### config.mk
export PLATFORM = sky130hd
export DESIGN_NAME = pc_gen
export DESIGN_NICKNAME = d
export VERILOG_FILES = /design/src/rtl/pc_gen_pkg.sv /design/src/rtl/pc_target_calc.sv /design/src/rtl/pc_gen.sv
export SDC_FILE = /design/constraint.sdc
export NUM_CORES = 1
export LEC_CHECK = 0
export CORE_MARGIN = 4
export CORE_UTILIZATION = 41
export DETAILED_ROUTE_END_ITERATION = 12
export PLACE_DENSITY_LB_ADDON = 0.05
export SLEW_MARGIN = 5
export SYNTH_ARGS = -nofsm -noshare
export SYNTH_HDL_FRONTEND = slang
export SYNTH_SLANG_ARGS = --single-unit
### constraint.sdc
create_clock -name clk -period 4.8 [get_ports clk]
set_input_delay 0.72 -clock clk [delete_from_list [all_inputs] [get_ports clk]]
set_output_delay 0.72 -clock clk [all_outputs]
set_load 0.02 [all_outputs]
### src/rtl/pc_gen_pkg.sv
// Shared control-transfer codes and default addresses for the fetch PC unit.
// The jump codes are also decoded by the decoder and the hazard unit.
package pc_gen_pkg;

    // Control-transfer kind of the instruction in decode; 3'b1xx is reserved (acts as SEQ)
    localparam logic [2:0] JUMP_SEQ = 3'b000;
    localparam logic [2:0] JUMP_BR  = 3'b001;
    localparam logic [2:0] JUMP_J   = 3'b010;
    localparam logic [2:0] JUMP_JR  = 3'b011;

    localparam logic [31:0] RESET_PC_DEF   = 32'h0000_3000;
    localparam logic [31:0] EXC_VECTOR_DEF = 32'h0000_4180;

endpackage

### src/rtl/pc_target_calc.sv
// Combinational target generator: sequential, branch and 26-bit jump targets.
// All arithmetic is 32-bit modulo; carries out of bit 31 are dropped.
module pc_target_calc (
    input  logic [31:0] pc,
    input  logic [31:0] d_pc,
    input  logic [15:0] imm16,
    input  logic [25:0] bits26,
    output logic [31:0] seq_tgt,
    output logic [31:0] br_tgt,
    output logic [31:0] j_tgt
);

    logic [31:0] d_pc_4;
    logic [31:0] br_off;

    // Branch offset is word-scaled and sign-extended; jumps keep the delay-slot region bits
    always_comb begin
        d_pc_4  = d_pc + 32'd4;
        br_off  = {{14{imm16[15]}}, imm16, 2'b00};
        seq_tgt = pc + 32'd4;
        br_tgt  = d_pc_4 + br_off;
        j_tgt   = {d_pc_4[31:28], bits26, 2'b00};
    end

endmodule

### src/rtl/pc_gen.sv
// Fetch-stage PC register with next-PC priority selection, delay-slot tracking
// and fetch address fault detection. The PC is never forced aligned so the
// faulting address remains visible for BadVAddr.
module pc_gen
    import pc_gen_pkg::*;
#(
    parameter logic [31:0] RESET_PC   = RESET_PC_DEF,
    parameter logic [31:0] EXC_VECTOR = EXC_VECTOR_DEF,
    parameter logic [31:0] IMEM_BASE  = 32'h0000_3000,
    parameter int unsigned IMEM_WORDS = 4096
) (
    input  logic        clk,
    input  logic        reset,
    input  logic        stall,
    input  logic [31:0] d_pc,
    input  logic [2:0]  jump,
    input  logic        b_true,
    input  logic [15:0] imm16,
    input  logic [25:0] bits26,
    input  logic [31:0] ra,
    input  logic        exc_req,
    input  logic        eret,
    input  logic [31:0] epc,
    output logic [31:0] pc,
    output logic [31:0] npc,
    output logic        bd,
    output logic        adel
);

    // Last valid word address, computed in 33 bits so a region ending at the top cannot wrap
    localparam logic [32:0] IMEM_LAST = {1'b0, IMEM_BASE} + (33'(IMEM_WORDS) << 2) - 33'd4;

    logic [31:0] seq_tgt;
    logic [31:0] br_tgt;
    logic [31:0] j_tgt;
    logic        bd_nxt;

    pc_target_calc u_tgt (
        .pc      (pc),
        .d_pc    (d_pc),
        .imm16   (imm16),
        .bits26  (bits26),
        .seq_tgt (seq_tgt),
        .br_tgt  (br_tgt),
        .j_tgt   (j_tgt)
    );

    // Next-PC priority: exception, eret, stall, then decode-stage control transfer
    always_comb begin
        npc = seq_tgt;
        if (exc_req)
            npc = EXC_VECTOR;
        else if (eret)
            npc = epc;
        else if (stall)
            npc = pc;
        else if (jump == JUMP_BR && b_true)
            npc = br_tgt;
        else if (jump == JUMP_J)
            npc = j_tgt;
        else if (jump == JUMP_JR)
            npc = ra;
    end

    // Next fetch is a delay slot whenever decode holds any real transfer, taken or not
    always_comb begin
        bd_nxt = 1'b0;
        if (exc_req || eret)
            bd_nxt = 1'b0;
        else if (stall)
            bd_nxt = bd;
        else
            bd_nxt = (jump == JUMP_BR) || (jump == JUMP_J) || (jump == JUMP_JR);
    end

    // PC and delay-slot flag registers; reset overrides every other input
    always_ff @(posedge clk) begin
        if (reset) begin
            pc <= RESET_PC;
            bd <= 1'b0;
        end else begin
            pc <= npc;
            bd <= bd_nxt;
        end
    end

    // Fetch fault: misaligned, below the base, or past the last instruction word
    assign adel = (pc[1:0] != 2'b00)
                | ({1'b0, pc} < {1'b0, IMEM_BASE})
                | ({1'b0, pc} > IMEM_LAST);

endmodule

==> metrics.md, run 1 <==
| Metric | Value |
|---|---|
| Vias in the first global route | ~7,500 |
| Total wire length | ~25 mm |
| Syn nets | approximately 970 |
| Fin. max-slew vios | 0 |
| Drt wl/cell | 19.0 µm |
| Largest cells by area after synthesis | dfxtp_1 (12%), ha_1 (8.1%), xnor2_1 (6.2%) |
| Total grt overflow | 0 |
| Core Util, Final | 71.2% |
| Setup TNS after final layout | 0 ns |
| CTS max path bufs | 2 |
| Yosys top cell area share | 11.9% |
| First-pass GRT wire length | approximately 38 mm |
| Worst Path Buf+Inv | 4 |
| Max VDD drop | ~0.12 mV |
| First-pass DRT Iterations | 5 |
| CP top delay family | simple AND/OR/NAND/NOR gates |
| Synth cell count leaders | nand2_1 (73), nor2_1 (73), a21oi_1 (63) |
| Nets | about 1,300 |
| Yosys reg bits | 33 |
| CP Class | in -> out |
| # H-tree levels | 2 |
| Static leakage | slightly below 4 nW |
| Yosys top cell by area | dfxtp_1 |
| Largest net degree at the start of global routing | 42 |
| GR peak layer | met2 |
| EDFF count, synth | 0 |
| Setup violators final | 0 |
| Final worst-path cycle share | between 90% and 100% |
| Initial DRC count | 793 |
| DRC viols | 0 |
| Unique cell type count in the Yosys netlist | 81 |
| Die X-Extent | approximately 120 µm |
| Antenna-violating nets left | 0 |
| Seq/Total Area, Yosys | around an eighth |
| Relative slew slack | between 50% and 60% |
| Async S/R FF share, synth | 0% |
| Initial Util | between 40% and 50% |
| Setup crit end kind | output port |
| Share of cells above drive strength 1 | between 20% and 30% |
| CP max stage delay | around 0.45 ns |
| Final Skew | around 0.0037 ns |
| Top_reg_cell synth | dfxtp_1 |
| Worst Hold Class | reg -> reg |
| Clock period minus worst slack | around 4.8 ns |
| # diodes | 0 |
| Die ar. | around 15,000 µm² |
| GR Util met3 | under 10% |
| Outcome | finished, final reports clean |
| # port buffers | 212 |
| CTS tree | yes |
| Routability cong. | ~0.97 |
| Layout Cells excl Fill | roughly 1,300 |
| Post-Syn Area | between 5000 and 6000 µm² |
| Clock latency at the later pin of the worst-skew pair | 0.29 ns |
| Highest Clock Rate | roughly 210 MHz |
| Grt met2 use | 53.6% |
| Antenna violations before repair | 0 |
| Slowest stage cell, crit path | o41a_1 |
| Pwr per Cell Area | between 150 and 200 nW/µm² |
| Syn Area/Cell | 7.05 µm² |
| DR vias/cell | 5.83 |
| Crit start category | input port |
| CP max FO | 5 |
| CP most frequent cell | buf_4 |
| Met1 GRT Util | between 30 and 40% |
| Cts bufs inserted | 5 |
| CP Cell Sequence | clkdlybuf4s15_1 > nand4_1 > nor4_4 > buf_4 > nand3_1 > xnor2_1 > ha_1 > buf_4 > a21o_1 > a21oi_1 > nor2b_1 > nor4_1 > o41a_1 > o41a_1 > or3_4 > nand3_1 > buf_4 |
| Vias | 7,637 |
| Worst-Margin Slew | 0.676 ns |
| Clk root buf | clkbuf_16 |
| I/O pin count | 213 |
| Post-placement cell count | roughly 1,300 |
| Max Cap Viol | 0 |
| Ys Warns | 0 |
| Core Region | between 10,000 and 15,000 µm² |
| Clock transition at path regs | roughly 0.050 ns |
| Die H | 124 µm |
| Design Power | between 0.0015 and 0.002 W |
| DPL Wire Length | slightly below 20 mm |
| Global-route usage over all layers | around 30% |
| Sink Count | 33 |
| CP Data Arrival Time | 4.07 ns |
| Hold buffer count at CTS | 0 |
| Num rows | 42 |
| Worst EP required | just over 4 ns |
| Synthesized instance count | between 700 and 800 |
| Layout overhead on the synthesized area | 70.4% |
| Final hold viol count | 0 |
[cells in the final DEF (no fill, tap or decap), types with 5 or more instances in the layout]
master	n
a211oi_1	21
a21o_1	14
a21oi_1	54
a21oi_2	10
a31oi_1	6
and2_1	11
and3_1	11
and4_1	6
buf_2	8
buf_4	175
buf_6	5
clkbuf_16	5
clkbuf_2	10
clkdlybuf4s15_1	9
clkdlybuf4s50_1	167
dfxtp_1	33
dlygate4sd2_1	8
ha_1	30
ha_2	5
inv_1	20
mux2i_1	22
nand2_1	70
nand2b_1	5
nand3_1	27
nand4_1	22
nor2_1	70
nor2b_1	16
nor3_1	23
nor4_1	10
o211ai_1	16
o21a_1	11
o21ai_0	27
o21ai_1	7
o22ai_1	6
o31ai_1	5
or2_2	5
xnor2_1	37
xor2_1	25
[layer usage]
metal / routed length (µm) / up-vias / share of wire [%]
li1: - / 3635 / -
met1: 10000 / 3534 / 40
met2: 11800 / 404 / 47
met3: 2170 / 64 / 8.7
met4: 858 / 0 / 3.5
met5: 0 / - / 0
[stage by stage]
stage	hold slack [ns]	setup slack [ns]	area (µm²)
3_3_place_gp	0.522	-0.860	8840
3_5_place_dp	0.545	-0.902	8840
5_1_grt	0.607	-0.0656	9430
4_1_cts	0.554	0.00999	9300
6_report	0.557	0.0126	9430
2_1_floorplan	0.586	0.442	5530
[cell type report]
class	instances	area, µm²
Multi-Input combinational cell	685	4940
Inverter	20	75.1
Timing Repair Buffer	388	3390
Fill cell	1105	3820
Sequential cell	33	661
Clock buffer	7	143
Tap cell	176	220
[repair_timing]
action,4_1_cts,5_1_grt
setup endpoints to repair,24,23
buffers inserted,21,4
pin swaps,46,39
resized for setup,143,61
[path summary, 6_finish.rpt]
path                   to  cells after the start      from  slack [ns]
setup / recovery  npc[31]                     17  d_pc[12]        0.01
hold / removal         bd                      2        bd        0.56
setup reg to reg   pc[29]                      9     pc[6]        1.98
hold reg to reg        bd                      2        bd        0.56
[flip-flops by register name, summed over array words and instances, names as in the netlist]
| signal | flops |
|---|---|
| bd | 1 |
| pc | 32 |
[cell families after synthesis]
logic type,Yosys count,share of synthesized area [%]
compound gates,234,28.3
xor+xnor,68,11.0
fa+ha+maj,37,8.50
buf+inv,67,5.27
flops,33,11.9
mux,25,4.57
simple gates,321,30.4
[power breakdown]
| part | internal, W | switching, W |
|---|---|---|
| clock | 0.000204 | 0.000121 |
| sequential | 0.000288 | 0.0000246 |
| combinational | 0.000458 | 0.000444 |
| total | 0.000949 | 0.000590 |
[tightest hold or removal path, stage by stage (launching register included)]
cell and delay [ns]:
dfxtp_1 0.32, a21oi_1 0.13, nor3_1 0.06
No activity file was read; power rests on OpenSTA's default activity.
==> run 2, diff against run 1 <==
Clock period 4.8 ns to 5 ns, I/O delays scaled along.
==> metrics.md, run 2 (synthesis results as in run 1) <==
| Metric | Value |
|---|---|
| Layout Cells excl Fill | ~1,300 |
| CP Data Arrival Time | approximately 4.1 ns |
| Final hold viol count | 0 |
| Worst Hold Class | reg -> reg |
| Clock transition at path regs | roughly 0.05 ns |
| Post-placement cell count | about 1,300 |
| Initial Util | 41.8% |
| CTS tree | yes |
| Die X-Extent | 124 µm |
| Relative slew slack | 47.4% |
| CP max FO | 6 |
| Core Region | 13,200 µm² |
| Max VDD drop | about 0.17 mV |
| Drt wl/cell | around 19 µm |
| Num rows | 42 |
| Worst EP required | 4.25 ns |
| Setup violators final | 0 |
| Clk root buf | clkbuf_16 |
| CTS max path bufs | 2 |
| Most common cell after layout, fill and taps aside | clkdlybuf4s50_1 |
| First-pass GRT wire length | between 30 and 40 mm |
| # H-tree levels | 2 |
| Worst-Margin Slew | roughly 0.79 ns |
| Most frequent cells in the layout | clkdlybuf4s50_1 (173), buf_4 (166), nand2_1 (69), nor2_1 (69), a21oi_1 (52) |
| Setup crit end kind | output port |
| Clock period minus worst slack | 4.88 ns |
| Outcome | finished, final reports clean |
| Largest regs | pc x32, bd x1 |
| Nets | 1,307 |
| Crit start category | input port |
| Setup TNS after final layout | 0 ns |
| Vias | roughly 7,600 |
| Die ar. | roughly 15,000 µm² |
| Sink Count | 33 |
| WHS Path Cells | 2 |
| Worst-case reg-to-reg path depth | 10 |
| Antenna violations before repair | 0 |
| Die H | 124 µm |
| Total grt overflow | 0 |
| Highest Clock Rate | 205 MHz |
| Share of cells above drive strength 1 | approximately a quarter |
| Pwr per Cell Area | around 160 nW/µm² |
| First-pass DRT Iterations | 5 |
| Antenna-violating nets left | 0 |
| DRC viols | 0 |
| Max Cap Viol | 0 |
| Final Skew | between 0.005 and 0.006 ns |
| Clock latency at the later pin of the worst-skew pair | 0.29 ns |
| Initial DRC count | roughly 620 |
| Layout overhead on the synthesized area | 71.8% |
| Vias in the first global route | between 7,000 and 8,000 |
| Hold buffer count at CTS | 0 |
| Fin. max-slew vios | 0 |
| Routability cong. | between 0.9 and 1 |
| Largest net degree at the start of global routing | 42 |
| DR vias/cell | 5.83 |
| Global-route usage over all layers | 30.4% |
| Cts bufs inserted | 5 |
| Static leakage | roughly 4 nW |
| Final worst-path cycle share | between 90% and 100% |
| DPL Wire Length | 19.1 mm |
| CP Class | in -> out |
| # diodes | 0 |
| Largest Register | pc |
| Max reg flops | 32 |
| Total wire length | about 25 mm |
| I/O pin count | between 200 and 250 |
| # port buffers | around 210 |
| Core Util, Final | just over 70% |
| Design Power | between 0.0015 and 0.002 W |
[run 2: changes by cell type in the layout (fill, tap and decap cells not counted), moves of 3 or more]
cell	previous run	this run
dlymetal6s2s_1	3	7
clkdlybuf4s50_1	167	173
clkbuf_2	10	2
dlygate4sd2_1	8	15
clkdlybuf4s15_1	9	2
buf_4	175	166
buf_2	8	5
ha_2	5	1
[run 2: worst paths after layout]
path / start / end / slack, ns
max: d_pc[16] / npc[31] / 0.12
min: bd / bd / 0.54
max reg2reg: pc[6] / pc[29] / 2.10
min reg2reg: bd / bd / 0.54
[run 2: stage by stage]
| step | setup slack [ns] | instance area, µm² | hold slack (ns) |
|---|---|---|---|
| 3_5_place_dp | -0.801 | 8710 | 0.532 |
| 2_1_floorplan | 0.582 | 5530 | 0.586 |
| 5_1_grt | -0.0491 | 9500 | 0.594 |
| 6_report | 0.121 | 9500 | 0.543 |
| 4_1_cts | -0.0611 | 9170 | 0.539 |
| 3_3_place_gp | -0.688 | 8710 | 0.522 |
[run 2: area by class of cell]
cell class / count / area [µm²]
timing repair buffer: 378 / 3360
clock buffer: 7 / 143
sequential: 33 / 661
clock inverter: 1 / 30.0
fill: 1083 / 3740
inverter: 20 / 75.1
multi-input combinational: 685 / 5010
tap: 176 / 220
[run 2: layer usage]
layer  share of wire [%]  GRT usage (%)  vias to the layer above
met5                   0              0                        -
met4                 3.1           11.8                        0
met3                 8.7           3.59                       63
met2                  48           52.5                      380
met1                  40           38.6                     3529
li1                    -              -                     3603
[run 2: critical path, cell delays in order]
cell and delay [ns]:
clkdlybuf4s50_1 0.48, and4_4 0.23, and4_4 0.24, nand4_1 0.19, buf_4 0.20, nor3_1 0.21
xor2_1 0.32, ha_4 0.23, nand2_1 0.10, o41a_1 0.44, o41a_1 0.14, or3_4 0.38
nand3_2 0.09, buf_6 0.12
[run 2: power breakdown]
group | internal (W) | switching (W)
sequential | 0.000277 | 0.0000230
combinational | 0.000437 | 0.000427
clock | 0.000249 | 0.000121
[run 2: timing repair]
item / 4_1_cts / 5_1_grt
buffers inserted: 16 / 12
setup endpoints to repair: 24 / 20
pin swaps: 24 / 47
gates resized for setup: 114 / 64
==> run 3, diff against run 2 <==
Settings changed: CORE_ASPECT_RATIO from default to 0.6.
==> metrics.md, run 3 (synthesis results as in run 1) <==
| Metric | Value |
|---|---|
| Outcome | finished, final reports clean |
| # diodes | 0 |
| Worst Hold Class | reg -> reg |
| Placed Instance Area | between 8000 and 9000 µm² |
| Die H | 98.0 µm |
| RSZ-0062 raised after global routing | yes |
| Setup crit end kind | output port |
| Clk root buf | clkbuf_16 |
| Max VDD drop | approximately 0.16 mV |
| Clock period minus worst slack | between 4 and 5 ns |
| Max reg flops | 32 |
| Routability cong. | 0.963 |
| DPL Wire Length | a little over 20 mm |
| Initial Util | a little over two fifths |
| CP Data Arrival Time | 4.11 ns |
| Fin. max-slew vios | 0 |
| Static leakage | approximately 3.9 nW |
| Max Cap Viol | 0 |
| Slowest stage cell, crit path | or3b_2 |
| Switching share of total power | approximately two fifths |
| Highest Clock Rate | 206 MHz |
| Largest Register | pc |
| Share of cells above drive strength 1 | about a quarter |
| DRC viols | 0 |
| Die ar. | around 15,000 µm² |
| CTS max path bufs | 2 |
| Multi-input logic area | slightly below 5000 µm² |
| Power share of the clock group | 20.5% |
| CP max FO | 4 |
| Cts bufs inserted | 5 |
| Initial DRC count | around 770 |
| Total wire length | between 20 and 30 mm |
| Setup violators final | 0 |
| Layout overhead on the synthesized area | 70.0% |
| Drt wl/cell | roughly 21 µm |
| Worst hold start | bd |
| Worst EP required | between 4 and 5 ns |
| Num rows | 32 |
| # port buffers | about 210 |
| Pwr per Cell Area | ~160 nW/µm² |
| CP max stage delay | roughly 0.47 ns |
| Clock latency at the later pin of the worst-skew pair | ~0.29 ns |
| Comb power frac | between 50 and 60% |
| Antenna violations before repair | 1 |
| Filler cells | slightly above 1,000 |
| Vias in the first global route | about 8,000 |
| Worst R2R Setup Slack | between 1.5 and 2 ns |
| DR vias/cell | around 6.1 |
| R2r endpoint | pc[29] |
| Post-placement cell count | 1,267 |
| Final hold viol count | 0 |
| Reg area | about 660 µm² |
| Global-route usage over all layers | between 30% and 40% |
| Total grt overflow | 0 |
| Nets | between 1,000 and 1,500 |
| CP Class | in -> out |
| Layout Cells excl Fill | approximately 1,300 |
| Vias | 7,894 |
| Die X-Extent | ~160 µm |
| Worst-Margin Slew | between 1 and 1.5 ns |
| Final worst-path cycle share | a little over nine tenths |
| CP Cell Sequence | clkdlybuf4s15_1 > and4_1 > and3_4 > buf_6 > nand4_1 > buf_4 > buf_4 > nor2_2 > xor2_1 > ha_1 > a21oi_2 > or3b_2 > o21ai_2 > a41oi_1 > a21oi_2 > buf_2 |
| Core Region | between 10,000 and 15,000 µm² |
| Design Power | 0.00147 W |
| CP Launch Point | d_pc[8] |
| Final Skew | roughly 0.0057 ns |
| WHS Path Cells | 2 |
| Worst-case reg-to-reg path depth | 10 |
| Most common cell after layout, fill and taps aside | clkdlybuf4s50_1 |
| Hold buffer count at CTS | 0 |
| Hold Crit Endpoint | bd |
| Fin area | about 9400 µm² |
| Relative slew slack | 28.3% |
| Largest net degree at the start of global routing | 42 |
| Most frequent cells in the layout | clkdlybuf4s50_1 (175), buf_4 (168), nand2_1 (72), nor2_1 (69), a21oi_1 (56) |
| Clock transition at path regs | around 0.05 ns |
| Antenna-violating nets left | 0 |
| Sink Count | 33 |
| Psw | 0.000575 W |
| R2R Path Start | pc[16] |
| CTS tree | yes |
| First-pass DRT Iterations | 6 |
| Seq pwr share | between 20 and 25% |
| Largest regs | pc x32, bd x1 |
| First-pass GRT wire length | just over 40 mm |
| Cell internal pwr | between 0.0008 and 0.0009 W |
| Crit start category | input port |
| I/O pin count | around 210 |
| # H-tree levels | 2 |
## run 3: worst max-delay path: cells and delay by family
kind,cells,cell delay [ns]
AND/OR/NAND/NOR,5,1.22
buffers and inverters,5,0.85
AO/OA/AOI/OAI,4,0.82
adder cells (fa/ha/maj),1,0.28
XOR/XNOR,1,0.17
## run 3: layout make-up
type / count / area share (%)
timing repair buffer: 387 / 36.4
clock buffer: 5 / 1.33
multi-input combinational: 685 / 52.1
tap: 170 / 2.26
sequential: 33 / 7.03
inverter: 20 / 0.798
clock inverter: 1 / 0.0532
## run 3: how the worst max path moves through the flow
stage,slack [ns],endpoint
final,0.14,npc[28]
after global routing,-0.02,npc[27]
after CTS,-0.006,npc[30]
after detailed placement,-0.83,npc[28]
after global placement,-0.80,npc[28]
after floorplan,0.58,npc[27]
## run 3: stage by stage
stage                     setup slack, ns  hold slack, ns  utilization, %  setup TNS, ns
after floorplan                     0.582           0.586               -              0
after global placement             -0.802           0.508            67.5          -7.73
after detailed placement           -0.827           0.504            67.5          -8.78
after CTS                        -0.00642           0.516            71.0        -0.0126
after global routing              -0.0221           0.581            72.3        -0.0427
final                               0.136           0.517            72.3              0
## run 3: repair_timing
action | 4_1_cts | 5_1_grt
setup buffers | 23 | 5
endpoints found under the setup margin | 21 | 20
gates resized for setup | 104 | 55
pin swaps | 31 | 29
cloned | 0 | 0
## run 3: power groups by stage
stage / registers [W] / clock network [W] / logic [W]
6_report: 0.000302 / 0.000301 / 0.000867
5_1_grt: 0.000303 / 0.000310 / 0.000922
4_1_cts: 0.000300 / 0.000301 / 0.000833
3_5_place_dp: 0.000305 / 0 / 0.000795
3_3_place_gp: 0.000305 / 0 / 0.000781
2_1_floorplan: 0.000313 / 0 / 0.000365
## run 3: per-layer routing
layer,routed length [µm],global-route usage [%]
met2,11600,51.2
met5,13,0
met1,11200,45.3
met4,727,7.73
met3,3100,7.48
